**config.mk**
```make
export PLATFORM = sky130hd
export DESIGN_NAME = multicycle_ctrl_flat
export DESIGN_NICKNAME = d
export VERILOG_FILES = /design/src/rtl/multicycle_ctrl_if.sv /design/src/rtl/multicycle_ctrl.sv /design/src/flat_wrapper.sv
export SDC_FILE = /design/constraint.sdc
export NUM_CORES = 1
export LEC_CHECK = 0
export ABC_AREA = 1
export CAP_MARGIN = 5
export CORE_MARGIN = 2
export CORE_UTILIZATION = 30
export DETAILED_ROUTE_END_ITERATION = 7
export PLACE_DENSITY = 0.81
export SYNTH_ARGS = -nofsm -noshare
export SYNTH_HDL_FRONTEND = slang
export SYNTH_SLANG_ARGS = --single-unit
export TNS_END_PERCENT = 30
```
**constraint.sdc**
```tcl
create_clock -name clk -period 1.7 [get_ports clk]
set_clock_uncertainty 0.15 [all_clocks]
set_input_delay 0.255 -clock clk [delete_from_list [all_inputs] [get_ports clk]]
set_output_delay 0.255 -clock clk [all_outputs]
set_load 0.03 [all_outputs]
```
**src/rtl/multicycle_ctrl_if.sv**
```systemverilog
// Control bundle between the multicycle sequencer and the RV32I datapath/memory port.
// master = sequencer side, slave = datapath side.
interface multicycle_ctrl_if #(
  parameter int CNT_W = 32
);
  logic [6:0]       OpCode;
  logic             Zero;
  logic             mem_ready;
  logic             pc_write;
  logic             ir_write;
  logic             iord;
  logic             mem_read;
  logic             mem_write;
  logic             mem_to_reg;
  logic             reg_write;
  logic [1:0]       alu_src_a;
  logic [1:0]       alu_src_b;
  logic [1:0]       alu_op;
  logic             pc_src;
  logic             illegal;
  logic [3:0]       state_o;
  logic [CNT_W-1:0] cycle_cnt;
  logic [CNT_W-1:0] instret_cnt;

  modport master (
    input  OpCode, Zero, mem_ready,
    output pc_write, ir_write, iord, mem_read, mem_write, mem_to_reg, reg_write,
           alu_src_a, alu_src_b, alu_op, pc_src, illegal, state_o, cycle_cnt, instret_cnt
  );

  modport slave (
    output OpCode, Zero, mem_ready,
    input  pc_write, ir_write, iord, mem_read, mem_write, mem_to_reg, reg_write,
           alu_src_a, alu_src_b, alu_op, pc_src, illegal, state_o, cycle_cnt, instret_cnt
  );
endinterface

```
**src/rtl/multicycle_ctrl.sv**
```systemverilog
// Multicycle RV32I sequencer: fetch/decode/execute/memory/writeback FSM with trap state.
// Optional cycle/instret counters are built only when CTRL_PERF_CNT_EN is defined.
module multicycle_ctrl #(
  parameter int CNT_W = 32
) (
  input  logic               clk,
  input  logic               rst_n,
  multicycle_ctrl_if.master  bus
);

  localparam logic [6:0] OP_RTYPE  = 7'b0110011;
  localparam logic [6:0] OP_LOAD   = 7'b0000011;
  localparam logic [6:0] OP_STORE  = 7'b0100011;
  localparam logic [6:0] OP_BRANCH = 7'b1100011;

  typedef enum logic [3:0] {
    FETCH     = 4'd0,
    DECODE    = 4'd1,
    MEM_ADDR  = 4'd2,
    MEM_LOAD  = 4'd3,
    WB_LOAD   = 4'd4,
    MEM_STORE = 4'd5,
    EXEC_R    = 4'd6,
    WB_R      = 4'd7,
    BRANCH    = 4'd8,
    TRAP      = 4'd9
  } state_t;

  state_t state;
  state_t nextState;
  logic   retire;

  always_ff @(posedge clk or negedge rst_n) begin
    if (!rst_n) state <= FETCH;
    else        state <= nextState;
  end

  always_comb begin
    nextState      = state;
    bus.pc_write   = 1'b0;
    bus.ir_write   = 1'b0;
    bus.iord       = 1'b0;
    bus.mem_read   = 1'b0;
    bus.mem_write  = 1'b0;
    bus.mem_to_reg = 1'b0;
    bus.reg_write  = 1'b0;
    bus.alu_src_a  = 2'd0;
    bus.alu_src_b  = 2'd0;
    bus.alu_op     = 2'b00;
    bus.pc_src     = 1'b0;
    bus.illegal    = 1'b0;
    retire         = 1'b0;
    unique case (state)
      FETCH: begin
        bus.mem_read  = 1'b1;
        bus.alu_src_b = 2'd1;
        // Gated with rst_n so that reset presents pure FETCH defaults
        // even if the memory happens to report ready.
        if (bus.mem_ready && rst_n) begin
          bus.ir_write = 1'b1;
          bus.pc_write = 1'b1;
          nextState    = DECODE;
        end
      end
      DECODE: begin
        bus.alu_src_a = 2'd2;
        bus.alu_src_b = 2'd2;
        if (bus.OpCode == OP_RTYPE)                             nextState = EXEC_R;
        else if (bus.OpCode == OP_LOAD || bus.OpCode == OP_STORE) nextState = MEM_ADDR;
        else if (bus.OpCode == OP_BRANCH)                       nextState = BRANCH;
        else                                                    nextState = TRAP;
      end
      MEM_ADDR: begin
        bus.alu_src_a = 2'd1;
        bus.alu_src_b = 2'd2;
        nextState     = (bus.OpCode == OP_LOAD) ? MEM_LOAD : MEM_STORE;
      end
      MEM_LOAD: begin
        bus.mem_read = 1'b1;
        bus.iord     = 1'b1;
        if (bus.mem_ready) nextState = WB_LOAD;
      end
      WB_LOAD: begin
        bus.reg_write  = 1'b1;
        bus.mem_to_reg = 1'b1;
        retire         = 1'b1;
        nextState      = FETCH;
      end
      MEM_STORE: begin
        bus.mem_write = 1'b1;
        bus.iord      = 1'b1;
        if (bus.mem_ready) begin
          retire    = 1'b1;
          nextState = FETCH;
        end
      end
      EXEC_R: begin
        bus.alu_src_a = 2'd1;
        bus.alu_op    = 2'b10;
        nextState     = WB_R;
      end
      WB_R: begin
        bus.reg_write = 1'b1;
        retire        = 1'b1;
        nextState     = FETCH;
      end
      BRANCH: begin
        bus.alu_src_a = 2'd1;
        bus.alu_op    = 2'b01;
        bus.pc_src    = 1'b1;
        bus.pc_write  = bus.Zero;
        retire        = 1'b1;
        nextState     = FETCH;
      end
      TRAP: begin
        // Absorbing until reset, so the trap flag stays sticky.
        bus.illegal = 1'b1;
        nextState   = TRAP;
      end
      default: nextState = TRAP;
    endcase
  end

  assign bus.state_o = state;

`ifdef CTRL_PERF_CNT_EN
  logic [CNT_W-1:0] cycleCnt;
  logic [CNT_W-1:0] instretCnt;

  always_ff @(posedge clk or negedge rst_n) begin
    if (!rst_n) begin
      cycleCnt   <= '0;
      instretCnt <= '0;
    end else begin
      cycleCnt <= cycleCnt + 1'b1;
      if (retire) instretCnt <= instretCnt + 1'b1;
    end
  end

  assign bus.cycle_cnt   = cycleCnt;
  assign bus.instret_cnt = instretCnt;
`else
  logic unusedRetire;
  assign unusedRetire    = retire;
  assign bus.cycle_cnt   = {CNT_W{1'b0}};
  assign bus.instret_cnt = {CNT_W{1'b0}};
`endif

endmodule
```
**src/flat_wrapper.sv**
```systemverilog
// flat-port wrapper written by rule: the top's interface ports become plain ports
module multicycle_ctrl_flat 
#(
  parameter int CNT_W = 32
)
  (clk, rst_n, bus_OpCode, bus_Zero, bus_mem_ready, bus_pc_write, bus_ir_write, bus_iord, bus_mem_read, bus_mem_write, bus_mem_to_reg, bus_reg_write, bus_alu_src_a, bus_alu_src_b, bus_alu_op, bus_pc_src, bus_illegal, bus_state_o, bus_cycle_cnt, bus_instret_cnt);
  multicycle_ctrl_if #(.CNT_W(CNT_W)) bus_i ();
  input  logic clk;
  input  logic rst_n;
  input wire logic [$bits(bus_i.OpCode)-1:0] bus_OpCode;
  input wire logic [$bits(bus_i.Zero)-1:0] bus_Zero;
  input wire logic [$bits(bus_i.mem_ready)-1:0] bus_mem_ready;
  output wire logic [$bits(bus_i.pc_write)-1:0] bus_pc_write;
  output wire logic [$bits(bus_i.ir_write)-1:0] bus_ir_write;
  output wire logic [$bits(bus_i.iord)-1:0] bus_iord;
  output wire logic [$bits(bus_i.mem_read)-1:0] bus_mem_read;
  output wire logic [$bits(bus_i.mem_write)-1:0] bus_mem_write;
  output wire logic [$bits(bus_i.mem_to_reg)-1:0] bus_mem_to_reg;
  output wire logic [$bits(bus_i.reg_write)-1:0] bus_reg_write;
  output wire logic [$bits(bus_i.alu_src_a)-1:0] bus_alu_src_a;
  output wire logic [$bits(bus_i.alu_src_b)-1:0] bus_alu_src_b;
  output wire logic [$bits(bus_i.alu_op)-1:0] bus_alu_op;
  output wire logic [$bits(bus_i.pc_src)-1:0] bus_pc_src;
  output wire logic [$bits(bus_i.illegal)-1:0] bus_illegal;
  output wire logic [$bits(bus_i.state_o)-1:0] bus_state_o;
  output wire logic [$bits(bus_i.cycle_cnt)-1:0] bus_cycle_cnt;
  output wire logic [$bits(bus_i.instret_cnt)-1:0] bus_instret_cnt;
  assign bus_i.OpCode = bus_OpCode;
  assign bus_i.Zero = bus_Zero;
  assign bus_i.mem_ready = bus_mem_ready;
  assign bus_pc_write = bus_i.pc_write;
  assign bus_ir_write = bus_i.ir_write;
  assign bus_iord = bus_i.iord;
  assign bus_mem_read = bus_i.mem_read;
  assign bus_mem_write = bus_i.mem_write;
  assign bus_mem_to_reg = bus_i.mem_to_reg;
  assign bus_reg_write = bus_i.reg_write;
  assign bus_alu_src_a = bus_i.alu_src_a;
  assign bus_alu_src_b = bus_i.alu_src_b;
  assign bus_alu_op = bus_i.alu_op;
  assign bus_pc_src = bus_i.pc_src;
  assign bus_illegal = bus_i.illegal;
  assign bus_state_o = bus_i.state_o;
  assign bus_cycle_cnt = bus_i.cycle_cnt;
  assign bus_instret_cnt = bus_i.instret_cnt;
  multicycle_ctrl #(.CNT_W(CNT_W)) u_core (.clk(clk), .rst_n(rst_n), .bus(bus_i));
endmodule
```
Word level (Yosys, flattened, before mapping). Cells that the tools add are included.

Mux-type cells: 21. Shift-type cells: 0. $add $sub $neg: 0. $mul: 0. $lt $le $gt $ge: 0. Eq/ne operators: 16. Reductions and logical operators: 10. Divide/modulo/power cells: 0. Bitwise logic cells: 0.

Operator list (count): case mux 4 bit (7 select lines) (1); 2-to-1 mux 4 bit (5); == test 4 x 3 -> 1 bit, second input constant (4); == test 7 x 6 -> 1 bit, second input constant (2); case mux 2 bit (2 select lines) (3); 2-to-1 mux 1 bit (10); == test 4 x 2 -> 1 bit, second input constant (2); == test 4 bit, second input constant (2); OR reduction 2 bit (4); == test 7 x 2 -> 1 bit, second input constant (1); == test 7 bit, second input constant (1); OR reduction 3 bit (2); == test 4 x 1 -> 1 bit, second input constant (1); zero test 4 bit (1); != test 2 bit, second input constant (2); 2-to-1 mux 3 bit (1); AND reduction 3 bit (1); != test 2 x 1 -> 1 bit, second input constant (1); case mux 1 bit (2 select lines) (1); logical AND 1 bit (1); logical OR 1 bit (1).

Latch bits: 0. Logic and storage cells: 48. Memories: 0. Output and inout bits: 83. RAM bits: 0. Bits in read-only memories: 0. Register bits: 4.

Depth between registers and ports, before layout.
Word-level depth: 5. Depth in mapped cells: 8. Depth with buffers taken out: 8.

Worst setup path after synthesis. No wires, ideal clock.

Path type: register -> output. From: register u_core.state[3] (netlist: u_core.bus.state_o[3]). To: output port bus_pc_write. Path buffers: 0. Arrival time: 1.590 ns. Path slack: -0.295 ns. Cell stages (with the launch flop): 4. Data required time: 1.295 ns. Path through: dfrtp_1 -> nor2_2 -> nand2_2 -> o21ai_0.

Cells in the longest elaborated chain, start to end: 2. Elaborated cells between the ends (all ways): 3. Those cells by class: eq/ne (1); mux (1); reduce/logical (1).

Ends and longest elaborated chain: from (decl) (line multicycle_ctrl.sv:29) `state_t state;`; from (signal assigned) (line multicycle_ctrl.sv:35) `else state <= nextState;`; == test 4 bit / zero test 4 bit (equally long branches) (line multicycle_ctrl.sv:53) `unique case (state)`; case mux 1 bit (2 select lines) * (line multicycle_ctrl.sv:53); to (decl) (line flat_wrapper.sv:13) `output wire logic [$bits(bus_i.pc_write)-1:0] bus_pc_write;`.

Every way passes the cells marked *; elsewhere a longest branch is shown, timed or not.

Worst setup path after layout.
From: register u_core.state[3] (netlist: u_core.bus.state_o[3]). To: output port bus_alu_src_a[1].

Cells in the longest elaborated chain, start to end: 3. Elaborated cells between the ends (all ways): 6. Those cells by class: eq/ne (4); mux (1); reduce/logical (1).

Ends and longest elaborated chain: == test 4 x 2 -> 1 bit (tied with other cells) (line multicycle_ctrl.sv:53); OR reduction 3 bit (no source line); case mux 2 bit (2 select lines) * (line multicycle_ctrl.sv:53); to (decl) (line flat_wrapper.sv:20) `output wire logic [$bits(bus_i.alu_src_a)-1:0] bus_alu_src_a;`.

Marked as above.

==> flow_metrics.env <==
export IMPL_outcome="complete, no violations"
export IMPL_final_cells=230
export IMPL_hold_class="in2async"
export IMPL_wl_per_cell_um=8.035
export IMPL_antenna_found_initial=0
export IMPL_synth_area_leader_cell="buf_4"
export IMPL_synth_main_ff_cell="dfrtp_1"
export IMPL_synthDistinctLibCells=17
export IMPL_pwr_share_clk_pct=7.6
export IMPL_rows=20
export IMPL_syn_cell_area_um2=955.9
export IMPL_firstDrtPassIters=4
export IMPL_swShare_pct=59.83
export IMPL_yosysTopAreaCellShare_pct=50.26
export IMPL_fin_tns_setup_ns=0
export IMPL_period_share_pct=99.46
export IMPL_grt_pass1_vias=614
export IMPL_die_area_um2=3654
export IMPL_viasPerCell=3.465
export IMPL_clk_pin_slew_ns=0.04
export IMPL_max_freq_ghz=0.5914
export IMPL_drt_wl_total_um=1848
export IMPL_timing_worst_setup_path_type="reg2out"
export IMPL_async_reset_ff_share_pct=100.0
export IMPL_fill_cells=344
export IMPL_portBuffers=29
export IMPL_drtIter0Drc=17
export IMPL_fin_nets=199
export IMPL_synth_area_leaders="buf_4 (50%), nand2_1 (11%), dfrtp_1 (10%)"
export IMPL_critPathCapture="bus_alu_src_a[1]"
export IMPL_die_y_um=60.45
export IMPL_cts_root_buf="clkbuf_4"
export IMPL_grt_max_degree=7
export IMPL_p_comb_share_pct=80.8
export IMPL_ir_drop_mv=0.2826
export IMPL_grt_use_total_pct=8.904
export IMPL_drc=0
export IMPL_n_antenna_cell=0
export IMPL_rsz0062_at_grt="true"
export IMPL_cp_end_kind="primary output"
export IMPL_clockBufferDepth=2
export IMPL_place_inst=223
export IMPL_ys_warn_count=0
export IMPL_r2r_end="u_core.bus.state_o[1]"
export IMPL_setup_violations=0
export IMPL_cp_startpoint="u_core.bus.state_o[3]"
export IMPL_core_um2=3053
export IMPL_clock_sinks=4
export IMPL_area_delta_synth_final_pct=22.51
export IMPL_pin_count=94
export IMPL_synth_seq_cells=4
export IMPL_vias=797
export IMPL_grt_pass1_wl_um=2456
export IMPL_slew_viol_final=0
export IMPL_cts_htree_levels=1
export IMPL_initial_utilization_pct=31.31
export IMPL_fin_crit_ns=1.691
export IMPL_utilization_pct=38.36
export IMPL_numCtsBuffers=3
export IMPL_r2r_start="u_core.bus.state_o[3]"
export IMPL_cts_tree="built"
export IMPL_arrival_ns=1.29
export IMPL_internal_power_w=0.0006287
export IMPL_pwr_share_seq_pct=11.5
export IMPL_drive_above_1_share_pct=30.11
export IMPL_rr_worst_depth=7
export IMPL_finalHoldViolCount=0
export IMPL_synth_cells=148
export IMPL_ctsHoldBuffers=0
export IMPL_die_w_um=60.45
export IMPL_postRouteAntennaNets=0
export IMPL_hpwl_um=1505
export IMPL_cp_required_ns=1.29
export IMPL_globalplace_congestion=0.8201
export IMPL_crit_path_max_fanout=5
export IMPL_switchingPower_w=0.0009363
export IMPL_synth_edff_count=0
export IMPL_r2r_slack_ns=0.26
export IMPL_p_leak_nw=0.6963
export IMPL_drv_cap=0
export IMPL_largest_reg_flops=4
export IMPL_whs_ns=0.1593
export IMPL_clk_latency_ns=0.24
export IMPL_avgSynthCellArea_um2=6.459
export IMPL_crit_path_start_kind="register"
export IMPL_overflow=0
export IMPL_powerDensity_nw_per_um2=1336
export IMPL_seq_area_frac_synth_pct=10.47
## synthesized netlist by cell type, types with 2 or more instances
cell and number:
nor3_1 2, nand2_1 27, nand2_2 5, o21ai_0 2
dfrtp_1 4, nor2_2 4, nor2_1 9, inv_1 11
nand3_1 5, buf_4 64, inv_2 4, nand2_4 2
a21oi_2 2, a21oi_1 4
## layout by cell type (no fill, tap or decap), types with 5 or more instances in the layout
cell             instances
nor2_1                   7
buf_6                    6
nand2_1                 26
buf_4                   16
inv_2                    5
nand2_2                  5
clkdlybuf4s50_1         10
inv_1                    9
conb_1                  64
## final cells by class
class	count	area, um2	share of cell area (%)
Multi-Input combinational cell	128	606.8	51.82
Timing Repair Buffer	36	322.8	27.56
Sequential cell	4	105.1	8.974
Inverter	15	58.81	5.021
Tap cell	44	55.05	4.701
Clock buffer	3	22.52	1.923
## through the flow
| stage | total power (W) | setup slack [ns] | area, um2 |
|---|---|---|---|
| after floorplan | 0.001064 | -0.1178 | 1196 |
| after global placement | 0.001282 | 0.1426 | 1046 |
| after detailed placement | 0.001291 | 0.1265 | 1046 |
| after CTS | 0.001430 | -0.06231 | 1091 |
| after global routing | 0.001675 | -0.06954 | 1171 |
| final | 0.001565 | 0.009190 | 1171 |
## what timing repair did
item,CTS,global route
resized for setup,12,16
setup buffers,0,4
pin swaps,0,4
setup endpoints to repair,12,13
## worst min-delay path by stage
| stage | endpoint | slack, ns | cells after the start |
|---|---|---|---|
| 6_report | u_core.bus.state_o[3] | 0.16 | 2 |
| 5_1_grt | u_core.bus.state_o[3] | 0.17 | 2 |
| 4_1_cts | u_core.bus.state_o[3] | 0.16 | 2 |
| 3_5_place_dp | u_core.bus.state_o[0] | 0.42 | 2 |
| 3_3_place_gp | u_core.bus.state_o[0] | 0.41 | 2 |
| 2_1_floorplan | u_core.bus.state_o[0] | -0.19 | 0 |
## logic make-up (layout without fill, tap and decap cells)
family                 after synthesis  after routing  share of synthesized area (%)
other                                1             64                         0.3923
AOI/OAI and AO/OA                    9              9                          5.760
DFF                                  4              4                          10.47
buffers and inverters               79             54                          56.15
and+or+nand+nor                     55             55                          27.22
## routing by layer
layer  wire length, um  global-route usage, %  up-vias
met3               168                 0.6397        4
met2              1024                  17.70       52
met5                 0                      0        -
li1                  -                      -      397
met4                29                  3.727        0
met1               626                  9.548      344
## power groups by stage
stage,Combinational [W],Sequential (W),Clock (W)
floorplan,0.000846,0.000218,0
global placement,0.00111,0.000169,0
detailed placement,0.00112,0.000170,0
CTS,0.00113,0.000176,0.000122
global route,0.00136,0.000187,0.000131
finish,0.00126,0.000181,0.000119
## critical path, cell delays in order, from the launching register on
cell     delay, ns
dfrtp_2       0.45
buf_6         0.14
inv_4         0.06
nand2_2       0.09
nor2_4        0.16
buf_6         0.15
Power figures use the tool's default switching activity.
